**src/rtl/pe_pkg.sv**
```systemverilog
`default_nettype none
// ============================================================================
//  Module   : pe_pkg
//  Purpose  : Shared types and constants for the parallel_pe sequencer:
//             sequencer state encoding, PE vector/result widths and the
//             bit positions of the PE control word.
//  Revision : 1.0 - initial release
// ============================================================================
package pe_pkg;

    // Width of one neuron or weight vector consumed by parallel_pe per beat
    localparam int c_pe_vec_w  = 512;

    // Default width of one PE accumulation result
    localparam int c_res_w     = 32;

    // Bit positions inside the 2-bit PE control word
    localparam int c_ctl_first = 0;
    localparam int c_ctl_last  = 1;

    // Sequencer states, explicitly encoded
    typedef enum logic [2:0] {
        ST_IDLE  = 3'd0,
        ST_FETCH = 3'd1,
        ST_ISSUE = 3'd2,
        ST_DRAIN = 3'd3,
        ST_DONE  = 3'd4
    } pe_seq_state_t;

endpackage : pe_pkg
`default_nettype wire

```
**src/rtl/pe_seq_beat_gen.sv**
```systemverilog
`default_nettype none
// ============================================================================
//  Module   : pe_seq_beat_gen
//  Purpose  : Beat generator for one instruction. A load pulse captures the
//             accumulation length; each enabled cycle then advances the beat
//             counter and produces registered first/last flags plus an
//             end-of-instruction strobe on the final beat.
//  Revision : 1.0 - initial release
// ============================================================================
module pe_seq_beat_gen #(
    parameter int ITER_W = 8
) (
    input  logic              clk,
    input  logic              rst,
    input  logic              load,
    input  logic [ITER_W-1:0] len,
    input  logic              en,
    output logic              active,
    output logic              first,
    output logic              last,
    output logic              eoi
);

    localparam int c_w1 = ITER_W + 1;

    logic [ITER_W-1:0] r_len;
    logic [ITER_W-1:0] r_iter;
    logic              r_active;
    logic              r_first;
    logic              r_last;

    // Index of the beat after next, widened so len = 2^ITER_W-1 cannot overflow
    logic [c_w1-1:0]   w_iter_p2;

    assign w_iter_p2 = {1'b0, r_iter} + c_w1'(2);

    // Beat counter with first/last flags precomputed one cycle ahead
    always_ff @(posedge clk or posedge rst) begin
        if (rst) begin
            r_len    <= '0;
            r_iter   <= '0;
            r_active <= 1'b0;
            r_first  <= 1'b0;
            r_last   <= 1'b0;
        end else if (load) begin
            r_len    <= len;
            r_iter   <= '0;
            r_active <= (len != '0);
            r_first  <= (len != '0);
            r_last   <= (len == ITER_W'(1));
        end else if (en && r_active) begin
            if (r_last) begin
                r_iter   <= '0;
                r_active <= 1'b0;
                r_first  <= 1'b0;
                r_last   <= 1'b0;
            end else begin
                r_iter   <= r_iter + ITER_W'(1);
                r_first  <= 1'b0;
                r_last   <= (w_iter_p2 == {1'b0, r_len});
            end
        end
    end

    assign active = r_active;
    assign first  = r_first;
    assign last   = r_last;
    assign eoi    = r_active & en & r_last;

endmodule : pe_seq_beat_gen
`default_nettype wire

```
**src/rtl/pe_seq_ctrl.sv**
```systemverilog
`default_nettype none
// ============================================================================
//  Module   : pe_seq_ctrl
//  Purpose  : Sequencer for parallel_pe. Walks INST_NUM accumulation-length
//             instructions, drives the shared neuron/weight read address and
//             the PE first/last/valid controls, and writes every returned PE
//             result into the result buffer in issue order.
//             Optional macro PE_SEQ_PERF_EN adds busy-cycle and beat
//             counters (perf_cycles / perf_beats).
//  Revision : 1.0 - initial release
// ============================================================================
module pe_seq_ctrl
    import pe_pkg::*;
#(
    parameter int INST_NUM = 4,
    parameter int INST_AW  = 2,
    parameter int ADDR_W   = 16,
    parameter int ITER_W   = 8,
    parameter int RES_W    = c_res_w
) (
    input  logic               clk,
    input  logic               rst,
    input  logic               start,
    input  logic [ADDR_W-1:0]  base_addr,
    output logic               busy,
    output logic               done,
    output logic               err,
    output logic [INST_AW-1:0] inst_addr,
    input  logic [ITER_W-1:0]  inst_data,
    output logic [ADDR_W-1:0]  nw_addr,
    output logic [1:0]         pe_ctl,
    output logic               pe_vld_i,
    input  logic               pe_vld_o,
    input  logic [RES_W-1:0]   pe_result,
    output logic               res_we,
    output logic [INST_AW-1:0] res_addr,
    output logic [RES_W-1:0]   res_wdata
`ifdef PE_SEQ_PERF_EN
    ,
    output logic [31:0]        perf_cycles,
    output logic [31:0]        perf_beats
`endif
);

    // Issued/received counts must reach INST_NUM, so one extra bit
    localparam int                 c_cnt_w    = INST_AW + 1;
    localparam logic [INST_AW-1:0] c_last_ptr = INST_AW'(INST_NUM - 1);

    pe_seq_state_t       r_state;
    logic                r_busy;
    logic                r_done;
    logic                r_err;
    logic [INST_AW-1:0]  r_inst_ptr;
    logic [ADDR_W-1:0]   r_nw_addr;
    logic [c_cnt_w-1:0]  r_issued;
    logic [c_cnt_w-1:0]  r_received;

    logic                w_start_acc;
    logic                w_fetch_zero;
    logic                w_load;
    logic                w_issue;
    logic                w_last_inst;
    logic                w_active;
    logic                w_first;
    logic                w_last;
    logic                w_eoi;
    logic                w_res_hit;
    logic                w_res_ok;
    logic                w_res_spur;

    assign w_start_acc  = (r_state == ST_IDLE) && start;
    assign w_fetch_zero = (r_state == ST_FETCH) && (inst_data == '0);
    assign w_load       = (r_state == ST_FETCH) && (inst_data != '0);
    assign w_issue      = (r_state == ST_ISSUE);
    assign w_last_inst  = (r_inst_ptr == c_last_ptr);

    // A result is only legal while something is still outstanding
    assign w_res_hit    = pe_vld_o && (r_state != ST_IDLE);
    assign w_res_ok     = w_res_hit && (r_received != r_issued);
    assign w_res_spur   = w_res_hit && (r_received == r_issued);

    pe_seq_beat_gen #(
        .ITER_W (ITER_W)
    ) u_beat_gen (
        .clk    (clk),
        .rst    (rst),
        .load   (w_load),
        .len    (inst_data),
        .en     (w_issue),
        .active (w_active),
        .first  (w_first),
        .last   (w_last),
        .eoi    (w_eoi)
    );

    // Run sequencing, address walk, instruction pointer and result bookkeeping
    always_ff @(posedge clk or posedge rst) begin
        if (rst) begin
            r_state    <= ST_IDLE;
            r_busy     <= 1'b0;
            r_done     <= 1'b0;
            r_err      <= 1'b0;
            r_inst_ptr <= '0;
            r_nw_addr  <= '0;
            r_issued   <= '0;
            r_received <= '0;
        end else begin
            r_done <= 1'b0;
            case (r_state)
                ST_IDLE: begin
                    if (w_start_acc) begin
                        r_state    <= ST_FETCH;
                        r_busy     <= 1'b1;
                        r_err      <= 1'b0;
                        r_nw_addr  <= base_addr;
                        r_inst_ptr <= '0;
                        r_issued   <= '0;
                        r_received <= '0;
                    end
                end
                ST_FETCH: begin
                    if (w_fetch_zero) begin
                        // Zero-length instruction: flag it and skip, no result slot
                        r_err      <= 1'b1;
                        r_inst_ptr <= r_inst_ptr + INST_AW'(1);
                        r_state    <= w_last_inst ? ST_DRAIN : ST_FETCH;
                    end else begin
                        r_state    <= ST_ISSUE;
                    end
                end
                ST_ISSUE: begin
                    r_nw_addr <= r_nw_addr + ADDR_W'(1);
                    if (w_eoi) begin
                        r_issued   <= r_issued + c_cnt_w'(1);
                        r_inst_ptr <= r_inst_ptr + INST_AW'(1);
                        r_state    <= w_last_inst ? ST_DRAIN : ST_FETCH;
                    end
                end
                ST_DRAIN: begin
                    if (r_received == r_issued) begin
                        r_state <= ST_DONE;
                        r_done  <= 1'b1;
                        r_busy  <= 1'b0;
                    end
                end
                ST_DONE: begin
                    r_state <= ST_IDLE;
                end
                default: begin
                    r_state <= ST_IDLE;
                    r_busy  <= 1'b0;
                end
            endcase

            // Result capture runs alongside whatever state is active
            if (w_res_ok) begin
                r_received <= r_received + c_cnt_w'(1);
            end
            if (w_res_spur) begin
                r_err <= 1'b1;
            end
        end
    end

    assign busy      = r_busy;
    assign done      = r_done;
    assign err       = r_err;
    assign inst_addr = r_inst_ptr;
    assign nw_addr   = r_nw_addr;
    assign pe_vld_i  = w_active;

    always_comb begin
        pe_ctl              = 2'b00;
        pe_ctl[c_ctl_first] = w_first;
        pe_ctl[c_ctl_last]  = w_last;
    end

    // Result buffer write port, quiet whenever nothing is being written
    assign res_we    = w_res_ok;
    assign res_addr  = w_res_ok ? r_received[INST_AW-1:0] : '0;
    assign res_wdata = w_res_ok ? pe_result : '0;

`ifdef PE_SEQ_PERF_EN
    logic [31:0] r_perf_cycles;
    logic [31:0] r_perf_beats;

    // Saturating busy-cycle and beat counters, frozen between runs
    always_ff @(posedge clk or posedge rst) begin
        if (rst) begin
            r_perf_cycles <= '0;
            r_perf_beats  <= '0;
        end else if (w_start_acc) begin
            r_perf_cycles <= '0;
            r_perf_beats  <= '0;
        end else begin
            if (r_busy && (r_perf_cycles != '1)) begin
                r_perf_cycles <= r_perf_cycles + 32'd1;
            end
            if (w_active && (r_perf_beats != '1)) begin
                r_perf_beats <= r_perf_beats + 32'd1;
            end
        end
    end

    assign perf_cycles = r_perf_cycles;
    assign perf_beats  = r_perf_beats;
`endif

endmodule : pe_seq_ctrl
`default_nettype wire

```
**config.mk**
```make
export PLATFORM = sky130hd
export DESIGN_NAME = pe_seq_ctrl
export DESIGN_NICKNAME = d
export VERILOG_FILES = /design/src/rtl/pe_pkg.sv /design/src/rtl/pe_seq_beat_gen.sv /design/src/rtl/pe_seq_ctrl.sv
export SDC_FILE = /design/constraint.sdc
export NUM_CORES = 1
export LEC_CHECK = 0
export CAP_MARGIN = 20
export CORE_MARGIN = 2
export CORE_UTILIZATION = 49
export DETAILED_ROUTE_END_ITERATION = 8
export GPL_ROUTABILITY_DRIVEN = 0
export GPL_TIMING_DRIVEN = 0
export PLACE_DENSITY = 0.93
export SLEW_MARGIN = 20
export SYNTH_ARGS = -nofsm -noshare
export SYNTH_HDL_FRONTEND = slang
export SYNTH_HIERARCHICAL = 1
export SYNTH_SLANG_ARGS = --single-unit
```
**constraint.sdc**
```tcl
create_clock -name clk -period 4.5 [get_ports clk]
set_input_delay 0.9 -clock clk [delete_from_list [all_inputs] [get_ports clk]]
set_output_delay 0.9 -clock clk [all_outputs]
set_load 0.02 [all_outputs]
```
==> impl_summary.log, run 1 <==
INFO  metric worst_setup_path_end_kind = primary output
INFO  metric final_antenna_net_count = 0
INFO  metric post-cts-setup-buffers = 0
INFO  metric initial_antenna_violation_count = 0
INFO  metric status = finished, final reports clean
INFO  metric cts_repair_resize_count = 0
INFO  metric wire_length_of_the_first_global_routing_pass = ~15 mm
INFO  metric die_height = 85.15 um
INFO  metric cts.htree.levels = 2
INFO  metric finalCriticalPeriod = 3675 ps
INFO  metric mapped_cells = 357
INFO  metric syn_avg_cell_area = roughly 9 sq um
INFO  metric timing.max_slew.rel_slack = 0.5064
INFO  metric numPortBuffers = between 100 and 150
INFO  metric finish.net_count = about 550
INFO  metric post_route_drc_violation_count = 0
INFO  metric crit_path_max_fanout = 10
INFO  metric timing.final.ws_setup = 824.8 ps
INFO  metric via_count_of_the_first_global_routing_pass = 3303
INFO  metric per_cell_via_count_in_the_routed_design = 5.863
INFO  metric clock_sink_count = 49
INFO  metric ys_types = 60
INFO  metric hold_viol = 0
INFO  metric insertion_delay = 310 ps
INFO  metric power.total = 2.690 mW
INFO  metric half_perimeter_wire_length_after_detailed_placement = 6.996 mm
INFO  metric die_footprint = 0.007251 sq mm
INFO  metric period_utilization = 0.8167
INFO  metric timing.hold.worst.class = flip-flop to flip-flop
INFO  metric starting_utilization_of_the_core_area = 0.5082
INFO  metric worst-endpoint-arrival = 2780 ps
INFO  metric yosys_warnings = 6
INFO  metric worst_setup_hold_path_clk_slew = 90 ps
INFO  metric post_route_cells_drive_above_1_share = 0.08282
INFO  metric cts_buffer_count = 5
INFO  metric gr-total-overflow = 0
INFO  metric finalNonFillerCells = 560
INFO  metric count_of_hold_buffers_inserted_by_post_cts_repair = 0
INFO  metric vdd_drop_max = 389.7 uV
INFO  metric dpl.cell_count = 552
INFO  metric tightest_slew = 739.6 ps
INFO  metric post_synth_instance_area = 0.003227 sq mm
INFO  metric synth_top_cell_by_area = dfrtp_1
INFO  metric vias = 3283
INFO  metric global_route.usage.total = 0.2602
INFO  metric top_level_ports = 119
INFO  metric worst-endpoint-required = around 3600 ps
INFO  metric ys_seq_area_frac = 0.3800
INFO  metric cts_buffer_depth = 2
INFO  metric setup.worst_path.start = pe_vld_o
INFO  metric synth_largest_type_area_fraction = 0.3800
INFO  metric area.growth.synth_to_final = 43.19%
INFO  metric ys.flop_type = dfrtp_1
INFO  metric finalWirelength = 9.425 mm
INFO  metric syn-num-nets = 423
INFO  metric detail_route.iter0.violations = 162
INFO  metric worstHoldStart = r_received[2]$_DFFE_PP0P_
INFO  metric root_buffer = clkbuf_8
INFO  metric ys_top_cells_by_area = dfrtp_1, and2_1, nand2_1, mux2_2, a21oi_1
INFO  metric worst_hold_slack = around 510 ps
INFO  metric ys_async_sr_fraction = 1.000
INFO  metric edff_count_synth = 0
INFO  metric core_outline_area = 0.006350 sq mm
INFO  metric timing.final.max_slew_violations = 0
INFO  metric max_freq = 272.1 MHz
INFO  metric grt_max_degree = 31
INFO  metric power.leakage = between 1.5 and 2 nW
INFO  metric crit_type = primary input to primary output
INFO  metric post-place-ws = 842.5 ps
INFO  metric cap_viol_max_count = 0
INFO  metric row_count = 29
INFO  metric fp.dieW = approximately 85 um
INFO  metric worst_reg2reg_startpoint = r_state[0]$_DFFE_PP0P_
INFO  metric synth-seq-cells = 49
INFO  metric drt_pre_antenna_iters = 4
INFO  metric rsz0062_at_grt = false
INFO  metric clock_skew = approximately 2.8 ps
INFO  metric power_density = just under 600 mW/mm^2
INFO  metric setup-violations-final = 0
INFO  metric worst_setup_path_start_kind = primary input
INFO  metric wl_per_cell = 16.83 um
INFO  metric tritoncts = yes
INFO  metric fin_tns_setup = 0 ps
INFO  metric num_antenna_cells = 0
[cells in the mapped netlist (5+ instances only)]
cell type	count
a21oi_1	17
a22oi_1	5
and2_1	36
and3_1	5
clkbuf_1	13
dfrtp_1	49
ha_1	6
inv_1	9
mux2_2	10
mux2i_1	5
nand2_1	34
nand2b_1	6
nand3_1	13
nand3b_1	5
nand4_1	8
nor2_1	20
nor3_1	6
nor4_1	6
o211ai_1	8
o21ai_0	8
o311ai_0	8
or4_1	7
xnor2_1	5
xor2_1	8
[where the power goes]
group	switching (mW)	internal [mW]	total (mW)
Sequential	0.226	0.621	0.847
Combinational	0.792	0.716	1.51
Clock	0.154	0.181	0.335
Total	1.17	1.52	2.69
[final timing paths]
check / slack (ps) / to / depth (start not counted)
setup reg to reg: 1510 / inst_addr[1]$_DFFE_PP0P_ / 10
max in group asynchronous: 2980 / u_beat_gen/r_len[7]$_DFFE_PP0P_ / 2
hold / removal: 510 / r_received[2]$_DFFE_PP0P_ / 1
setup / recovery: 820 / res_addr[1] / 5
min in group asynchronous: 1030 / nw_addr[0]$_DFFE_PP0P_ / 2
hold reg to reg: 510 / r_received[2]$_DFFE_PP0P_ / 1
[critical path: stages]
cell,delay [ps]
clkdlybuf4s50_1,480
o311a_1,250
clkbuf_1,300
and2_1,220
clkdlybuf4s50_1,620
[cell families after synthesis]
family                     after synthesis  synth area share
DFF                                     49            0.3800
AOI/OAI and AO/OA                       68            0.1431
adders and majority gates                6           0.02326
and+or+nand+nor                        171            0.3021
muxes                                   16           0.05739
buffers and inverters                   33           0.05389
xor gates and xnor gates                14           0.04033
[routing by layer]
metal / global-route usage / up-vias / wire (um) / part of all wire
met4: 0.08802 / 0 / 215 / 0.023
met3: 0.08560 / 22 / 865 / 0.092
met2: 0.4368 / 172 / 4652 / 0.49
met5: 0 / - / 0 / 0
li1: - / 1536 / - / -
met1: 0.3148 / 1553 / 3691 / 0.39
[flip-flops by register name (all words and copies together), names as in the netlist]
signal,cells
r_received,3
done,1
u_beat_gen/r_len,8
busy,1
r_state,3
inst_addr,2
u_beat_gen/last,1
nw_addr,16
u_beat_gen/r_iter,8
r_issued,3
u_beat_gen/first,1
err,1
u_beat_gen/active,1
[layout make-up]
cell class              instances  area [sq um]
repair buffers                118          1181
plain buffers                  23         136.4
inverters                      10         37.54
well taps                      77         96.34
multi-input cells             275          1827
fillers                       432          1729
flip-flops and latches         49          1226
clock buffers                   7         86.33
clock inverters                 1         30.03
[cell usage in the layout, fill, tap and decap left out, types with 10 or more instances in the layout]
cell,netlist,routed
clkdlybuf4s50_1,0,118
dfrtp_1,49,49
and2_1,36,36
nand2_1,34,34
nor2_1,20,20
a21oi_1,17,17
clkbuf_1,13,14
nand3_1,13,13
mux2_2,10,10
[through the flow]
| stage | area [sq um] | utilization |
|---|---|---|
| after floorplan | 3227 | - |
| after global placement | 4504 | 0.7094 |
| after detailed placement | 4504 | 0.7094 |
| after CTS | 4621 | 0.7277 |
| after global routing | 4621 | 0.7277 |
| final | 4621 | 0.7277 |
Note: power is estimated with default switching activity, not from simulation.
==> run 2: changes to the inputs <==
CORE_UTILIZATION = 45   (was 49)
PLACE_DENSITY = 0.87   (was 0.93)
clock period = 3.58 ns   (was 4.5 ns; I/O delays follow)
==> run 2 against run 1 <==
  * Cell count is 3.4% higher
  * Via count is 1.3% lower
  * Global-route usage is 1.6 points lower
  * Combinational power is 24% higher
  * Critical endpoint unchanged
==> impl_summary.log, run 2 (synthesis gave the netlist of run 1 again) <==
INFO  metric global_route.usage.total = 0.2438
INFO  metric worst_setup_path_end_kind = primary output
INFO  metric num_antenna_cells = 0
INFO  metric worstPathCellList = clkdlybuf4s50_1 -> o311a_1 -> clkbuf_1 -> and2_1 -> clkdlybuf4s50_1
INFO  metric area.growth.synth_to_final = 43.93%
INFO  metric worst-endpoint-required = 2860 ps
INFO  metric finish.net_count = 548
INFO  metric setup-violations-final = 0
INFO  metric cp_slowest_stage_delay = around 620 ps
INFO  metric post-cts-setup-buffers = 0
INFO  metric worst-r2r-setup-slack = 630 ps
INFO  metric crit_type = primary input to primary output
INFO  metric worst-endpoint-arrival = 2570 ps
INFO  metric per_cell_via_count_in_the_routed_design = approximately 5.6
INFO  metric detail_route.iter0.violations = 181
INFO  metric rr_worst_depth = 10
INFO  metric clock_skew = 11.83 ps
INFO  metric die_height = 88.68 um
INFO  metric timing.final.max_slew_violations = 0
INFO  metric worst_r2r_endpoint = inst_addr[1]$_DFFE_PP0P_
INFO  metric hold_viol = 0
INFO  metric root_buffer = clkbuf_8
INFO  metric grt_max_degree = 31
INFO  metric cts_buffer_count = 5
INFO  metric fin_tns_setup = 0 ps
INFO  metric post-place-ws = approximately 280 ps
INFO  metric clock_sink_count = 49
INFO  metric power.leakage = 1.878 nW
INFO  metric timing.final.ws_setup = just under 300 ps
INFO  metric vias = about 3200
INFO  metric worst_setup_path_start_kind = primary input
INFO  metric fp.dieW = 88.68 um
INFO  metric post_route_drc_violation_count = 0
INFO  metric cts_buffer_depth = 2
INFO  metric cell_at_the_slowest_stage_of_the_critical_path = clkdlybuf4s50_1
INFO  metric cts.htree.levels = 2
INFO  metric power_density = 719.6 mW/mm^2
INFO  metric finalCriticalPeriod = 3290 ps
INFO  metric whs_endpoint = r_received[2]$_DFFE_PP0P_
INFO  metric rsz0062_at_grt = false
INFO  metric initial_antenna_violation_count = 0
INFO  metric max_freq = 304.0 MHz
INFO  metric cp_common_cell = clkdlybuf4s50_1
INFO  metric cap_viol_max_count = 0
INFO  metric row_count = 30
INFO  metric tightest_slew = around 740 ps
INFO  metric half_perimeter_wire_length_after_detailed_placement = approximately 7.3 mm
INFO  metric setup.worst_path.start = pe_vld_o
INFO  metric numPortBuffers = 118
INFO  metric top_level_ports = 119
INFO  metric drt_pre_antenna_iters = 4
INFO  metric worst_setup_hold_path_clk_slew = 80 ps
INFO  metric cts_repair_resize_count = 0
INFO  metric wl_per_cell = 16.08 um
INFO  metric die_footprint = 0.007864 sq mm
INFO  metric core_outline_area = 0.006869 sq mm
INFO  metric finalWirelength = 9.311 mm
INFO  metric timing.max_slew.rel_slack = 0.5084
INFO  metric most-common-layout-cells = clkdlybuf4s50_1, dfrtp_1, and2_1
INFO  metric tritoncts = yes
INFO  metric worstHoldStart = r_received[2]$_DFFE_PP0P_
INFO  metric final_common_cell = clkdlybuf4s50_1
INFO  metric whs_path_depth = 1
INFO  metric worst_reg2reg_startpoint = r_state[0]$_DFFE_PP0P_
INFO  metric status = finished, final reports clean
INFO  metric count_of_hold_buffers_inserted_by_post_cts_repair = 0
INFO  metric final_antenna_net_count = 0
INFO  metric vdd_drop_max = 341.2 uV
INFO  metric number_of_flip_flops_under_the_largest_register_name = 16
INFO  metric period_utilization = 0.9190
INFO  metric insertion_delay = 300 ps
INFO  metric via_count_of_the_first_global_routing_pass = 3240
INFO  metric starting_utilization_of_the_core_area = 0.4698
INFO  metric gr-total-overflow = 0
INFO  metric timing.hold.worst.class = flip-flop to flip-flop
INFO  metric wire_length_of_the_first_global_routing_pass = 15.12 mm
INFO  metric post_route_cells_drive_above_1_share = 0.08282
INFO  metric crit_path_max_fanout = 10
==> run 2: layer usage <==
| layer | track usage | routed length, um | up-vias |
|---|---|---|---|
| met1 | 0.2768 | 3662 | 1566 |
| met3 | 0.06903 | 608 | 10 |
| met5 | 0 | 0 | - |
| met2 | 0.4471 | 4962 | 124 |
| li1 | - | - | 1539 |
| met4 | 0.06336 | 78 | 0 |
==> run 2: layout make-up <==
cell class,instances,area (sq um)
Tap cell,96,120.1
Clock inverter,1,30.03
Clock buffer,7,86.33
Multi-Input combinational cell,275,1827
Fill cell,535,2225
Inverter,10,37.54
Timing Repair Buffer,118,1181
Sequential cell,49,1226
Buffer,23,136.4
==> run 2: worst max path at each step <==
stage,to,slack [ps],cells past startpoint
2_1_floorplan,inst_addr[1]$_DFFE_PP0P_,1120,10
3_3_place_gp,res_wdata[25],280,5
3_5_place_dp,res_addr[1],280,5
4_1_cts,res_wdata[8],270,5
5_1_grt,res_addr[0],180,5
6_report,res_addr[1],290,5
==> run 2: per-stage QoR <==
step / instances / hold WS (ps) / total power [mW] / area, sq um / utilization
5_1_grt: 579 / 549.0 / 3.572 / 4644 / 0.6761
3_5_place_dp: 571 / 513.1 / 2.930 / 4528 / 0.6592
6_report: 579 / 514.1 / 3.342 / 4644 / 0.6761
3_3_place_gp: 571 / 483.7 / 2.866 / 4528 / 0.6592
2_1_floorplan: 357 / 469.7 / 2.226 / 3227 / -
4_1_cts: 579 / 524.5 / 3.352 / 4644 / 0.6761
==> run 2: where the power goes <==
group          switching (mW)  leakage (nW)  internal [mW]
clock network           0.182        0.0585          0.228
logic                   0.969          1.22          0.898
registers               0.284         0.600          0.781
total                    1.44          1.88           1.91
==> run 2: worst max-delay path, delay by kind of cell <==
| family | cells | cell delay [ps] |
|---|---|---|
| simple gates | 1 | 180 |
| compound gates | 1 | 250 |
| buf+inv | 3 | 1420 |
==> run 3: changes to the inputs <==
TNS_END_PERCENT = 10   (was default)
==> results of run 3 <==
The final DEF is identical to that of run 2; final timing and power are the same.
==> edit 1 (flow settings as in run 3) <==
Add an input register stage for `start`, `base_addr`, `inst_data`, `pe_vld_o` and `pe_result`; this delays them by one clock.
--- a/src/rtl/pe_seq_ctrl.sv
+++ b/src/rtl/pe_seq_ctrl.sv
@@ -48,2 +48,16 @@
 
+    logic start_q;
+    logic [ADDR_W-1:0] base_addr_q;
+    logic [ITER_W-1:0] inst_data_q;
+    logic pe_vld_o_q;
+    logic [RES_W-1:0] pe_result_q;
+
+    always_ff @(posedge clk) begin
+        start_q     <= start;
+        base_addr_q <= base_addr;
+        inst_data_q <= inst_data;
+        pe_vld_o_q  <= pe_vld_o;
+        pe_result_q <= pe_result;
+    end
+
     pe_seq_state_t       r_state;
@@ -70,5 +84,5 @@
 
-    assign w_start_acc  = (r_state == ST_IDLE) && start;
-    assign w_fetch_zero = (r_state == ST_FETCH) && (inst_data == '0);
-    assign w_load       = (r_state == ST_FETCH) && (inst_data != '0);
+    assign w_start_acc  = (r_state == ST_IDLE) && start_q;
+    assign w_fetch_zero = (r_state == ST_FETCH) && (inst_data_q == '0);
+    assign w_load       = (r_state == ST_FETCH) && (inst_data_q != '0);
     assign w_issue      = (r_state == ST_ISSUE);
@@ -77,3 +91,3 @@
     // A result is only legal while something is still outstanding
-    assign w_res_hit    = pe_vld_o && (r_state != ST_IDLE);
+    assign w_res_hit    = pe_vld_o_q && (r_state != ST_IDLE);
     assign w_res_ok     = w_res_hit && (r_received != r_issued);
@@ -87,3 +101,3 @@
         .load   (w_load),
-        .len    (inst_data),
+        .len    (inst_data_q),
         .en     (w_issue),
@@ -114,3 +128,3 @@
                         r_err      <= 1'b0;
-                        r_nw_addr  <= base_addr;
+                        r_nw_addr  <= base_addr_q;
                         r_inst_ptr <= '0;
@@ -180,3 +194,3 @@
     assign res_addr  = w_res_ok ? r_received[INST_AW-1:0] : '0;
-    assign res_wdata = w_res_ok ? pe_result : '0;
+    assign res_wdata = w_res_ok ? pe_result_q : '0;
 
Formal check against the unedited RTL: not equivalent (a bounded check fails within 4 cycles, from zero or initial values and one cycle with rst high).
==> edit 1 against run 3 <==
Cell area increased by 30%; area after synthesis increased by 39%; routed wire length rose by 17%; sequential power rose by 67%; combinational power grew 25%; largest cell class is now flip-flops and latches; clock skew is 4.4 ps lower; die area increased by 37%; worst setup slack better by 9.3 ps; critical path type is now register to output pin; sequential cell count up 58; power grew 45%.
==> edit 1: results <==
metrics = {
    "finish": {
        "drive_gt1_frac": 0.0982,
        "largest_reg_flops": 32,
        "nNetsFinal": 621,
    },
    "timing": {
        "finClkSkew_ps": 7.39,
        "tightest_slew_ps": 718,
    },
    "synthesis": {
        "seq_area_frac_synth": 0.534,
        "async_reset_ff_frac": 0.458,
        "ys_top_cells_by_area": "dfrtp_1 (27%), dfxtp_1 (26%), and2_1 (4.8%), nand2_1 (2.6%), mux2_2 (2.5%)",
        "synth_common_cells": "dfxtp_1 (58), dfrtp_1 (49), and2_1 (34)",
        "syn-num-nets": 492,
    },
    "drt": {
        "firstDrtPassIters": 5,
        "drt_iter0_drc": 230,
        "wl_mm": 10.9,
        "vias": 3751,
    },
    "placed_design": {
        "place_hpwl_mm": 7.80,
        "placed_area_mm2": 0.00582,
        "dp_slack_ps": 685,
        "place_inst": 677,
    },
    "clock_tree": {
        "htreeDepth": 3,
        "clk_pin_slew_ps": 100,
        "clk_latency_ps": 380,
    },
    "pwr": {
        "combPwrFrac": 0.480,
        "leakage_nw": 2.48,
        "intPower_mw": 2.89,
        "ir_worst_vdd_v": 0.000361,
    },
    "run_status": {
        "outcome": "completed",
    },
    "grt": {
        "grt_usage": 0.208,
        "grt_pass1_wl_mm": 18.1,
        "antenna_found_initial": 0,
        "grt_pass1_vias": 3734,
    },
}
edit 1: cell types whose count changed in the layout (fill, tap and decap cells not counted), moves of 4 or more:
cell      before  now
o22ai_1        3    7
o311ai_0       8    3
a22oi_1        5    1
nand3b_1       5    1
dfxtp_1        0   58
o21ai_0        8   14
nor2_1        20   25
edit 1: power by group through the flow:
stage                     clock, mW  combinational, mW  sequential, mW
after floorplan                   0               1.39            1.85
after global placement            0               2.22            1.77
after detailed placement          0               2.30            1.79
after CTS                     0.772               2.32            1.76
after global routing          0.826               2.52            1.80
final                         0.752               2.33            1.77
edit 1: cell type report:
cell class              count  area (um2)
plain buffers              24         158
flip-flops and latches    107        2390
multi-input cells         286        1890
inverters                   9        38.8
clock inverters             6        71.3
fillers                   790        3710
clock buffers              10         128
repair buffers            118        1180
well taps                 133         166
edit 1: per-layer routing:
layer / vias up / GRT usage / wire length (um)
li1: 1766 / - / -
met1: 1796 / 0.247 / 4250
met2: 174 / 0.352 / 5500
met3: 15 / 0.0768 / 1010
met4: 0 / 0.0666 / 150
met5: - / 0 / 0
edit 1: worst paths after layout:
path	start	to	slack [ps]	cells after the start
min in group asynchronous	rst	nw_addr[5]	770	2
max	r_issued[0]	res_wdata[27]	300	5
max reg2reg	inst_data_q[5]	u_beat_gen/last	1220	7
max in group asynchronous	rst	u_beat_gen/r_len[3]	2330	2
min reg2reg	base_addr_q[13]	nw_addr[13]	460	1
min	base_addr_q[13]	nw_addr[13]	460	1
edit 1: cells by family after synthesis:
group | after synthesis | share of synthesized area
flops | 107 | 0.534
xor+xnor | 15 | 0.0311
mux | 19 | 0.0456
buf+inv | 33 | 0.0439
compound gates | 81 | 0.119
simple gates | 165 | 0.210
fa+ha+maj | 6 | 0.0168
==> edit 2 (config.mk and constraints of run 3) <==
Without the edit above. Build with the macro `PE_SEQ_PERF_EN` defined.
--- a/src/rtl/pe_seq_ctrl.sv
+++ b/src/rtl/pe_seq_ctrl.sv
@@ -11,2 +11,4 @@
 // ============================================================================
+`define PE_SEQ_PERF_EN
+
 module pe_seq_ctrl
Check against the original RTL (old outputs only; new: perf_beats and perf_cycles): equivalent (equiv_simple and equiv_induct, registers matched by name and starting in step).
==> edit 2 against run 3 <==
Critical endpoint is now res_wdata[31]; area after synthesis increased by 110%; power increased by 84%; highest routed layer unchanged; hold slack improved by 12 ps; register-to-register slack improved by 120 ps; fmax decreased by 3.1%; cell area increased by 100%; critical path depth increased by 1; worst setup slack got worse by 110 ps; critical path type unchanged; routed wire length increased by 110%; sequential cell count increased by 64.
==> edit 2: results <==
metrics = {
    "critical_path": {
        "r2r.worst_path.cells": 9,
        "crit_fanout": 19,
        "worstReg2RegStart": "r_state[1]",
        "arrival_ps": 2680,
        "r2r_slack_ps": 750,
        "r2r-end": "u_beat_gen/last",
    },
    "drt": {
        "firstDrtPassIters": 7,
        "vias": 6627,
        "met2WireLength_mm": 9.56,
        "wl_mm": 19.7,
        "drt_iter0_drc": 608,
        "wl_met1_mm": 8.71,
        "viasPerCell": 5.88,
    },
    "clock_tree": {
        "root_buffer": "clkbuf_16",
        "clk_latency_ps": 430,
        "htreeDepth": 4,
        "post_cts_resized": 1,
        "clk_pin_slew_ps": 50,
    },
    "timing": {
        "whs_ps": 526,
        "finClkSkew_ps": 15.4,
        "min_period_ps": 3390,
    },
    "finish": {
        "nFillCells": 1179,
        "antenna_cells": 0,
        "drive_gt1_frac": 0.105,
    },
    "synthesis": {
        "synthAdderAreaFrac": 0.0149,
        "seq_area_frac_synth": 0.422,
        "synth_common_cells": "dfrtp_1 (113), nand2_1 (71), nor2_1 (49)",
        "synth_cell_type_count": 67,
        "avgSynthCellArea_um2": 9.16,
        "ys_top_cells_by_area": "dfrtp_1 (42%), nand2_1 (4.0%), and2_1 (3.5%), a21oi_1 (3.1%), nand3_1 (2.9%)",
        "synthMuxAreaShare": 0.0226,
        "syn-num-nets": 800,
    },
    "placed_design": {
        "io_buffers": 182,
        "dp_slack_ps": -154,
        "place_hpwl_mm": 13.9,
        "placed_area_mm2": 0.00880,
        "place_inst": 1099,
    },
    "run_status": {
        "outcome": "completed",
    },
    "grt": {
        "use_met1": 0.337,
        "grt_pass1_wl_mm": 32.4,
        "grt_pass1_vias": 6341,
        "met3_usage": 0.0552,
        "gr-usage-met2": 0.401,
        "grt_usage": 0.250,
        "grt_max_degree": 52,
    },
    "hold_path": {
        "hold_start": "u_beat_gen/first",
        "min_to": "u_beat_gen/first",
    },
    "pwr": {
        "leakage_nw": 3.63,
        "ir_worst_vdd_v": 0.000476,
    },
}
==> edit 2: cell types whose count changed after synthesis, sizes merged, moves of 16 or more <==
cell	run 3	this run
a21oi	17	53
dfrtp	49	113
nand2	36	73
nand3	15	40
nor2	21	50
o21ai	10	45
o31ai	0	16
or3	5	25
or4	7	23
==> edit 2: power breakdown <==
group	internal, mW	switching (mW)	total (mW)	leakage, nW
combinational	1.17	1.44	2.61	1.86
clock	1.04	0.571	1.61	0.281
sequential	1.56	0.366	1.93	1.49
==> edit 2: layout make-up <==
class / count / area (um2) / share of cell area
Buffer: 39 / 224 / 0.0240
Clock buffer: 27 / 513 / 0.0549
Clock inverter: 5 / 50.0 / 0.00535
Inverter: 17 / 68.8 / 0.00736
Multi-Input combinational cell: 560 / 3590 / 0.384
Sequential cell: 113 / 2830 / 0.302
Tap cell: 184 / 230 / 0.0246
Timing Repair Buffer: 183 / 1850 / 0.198
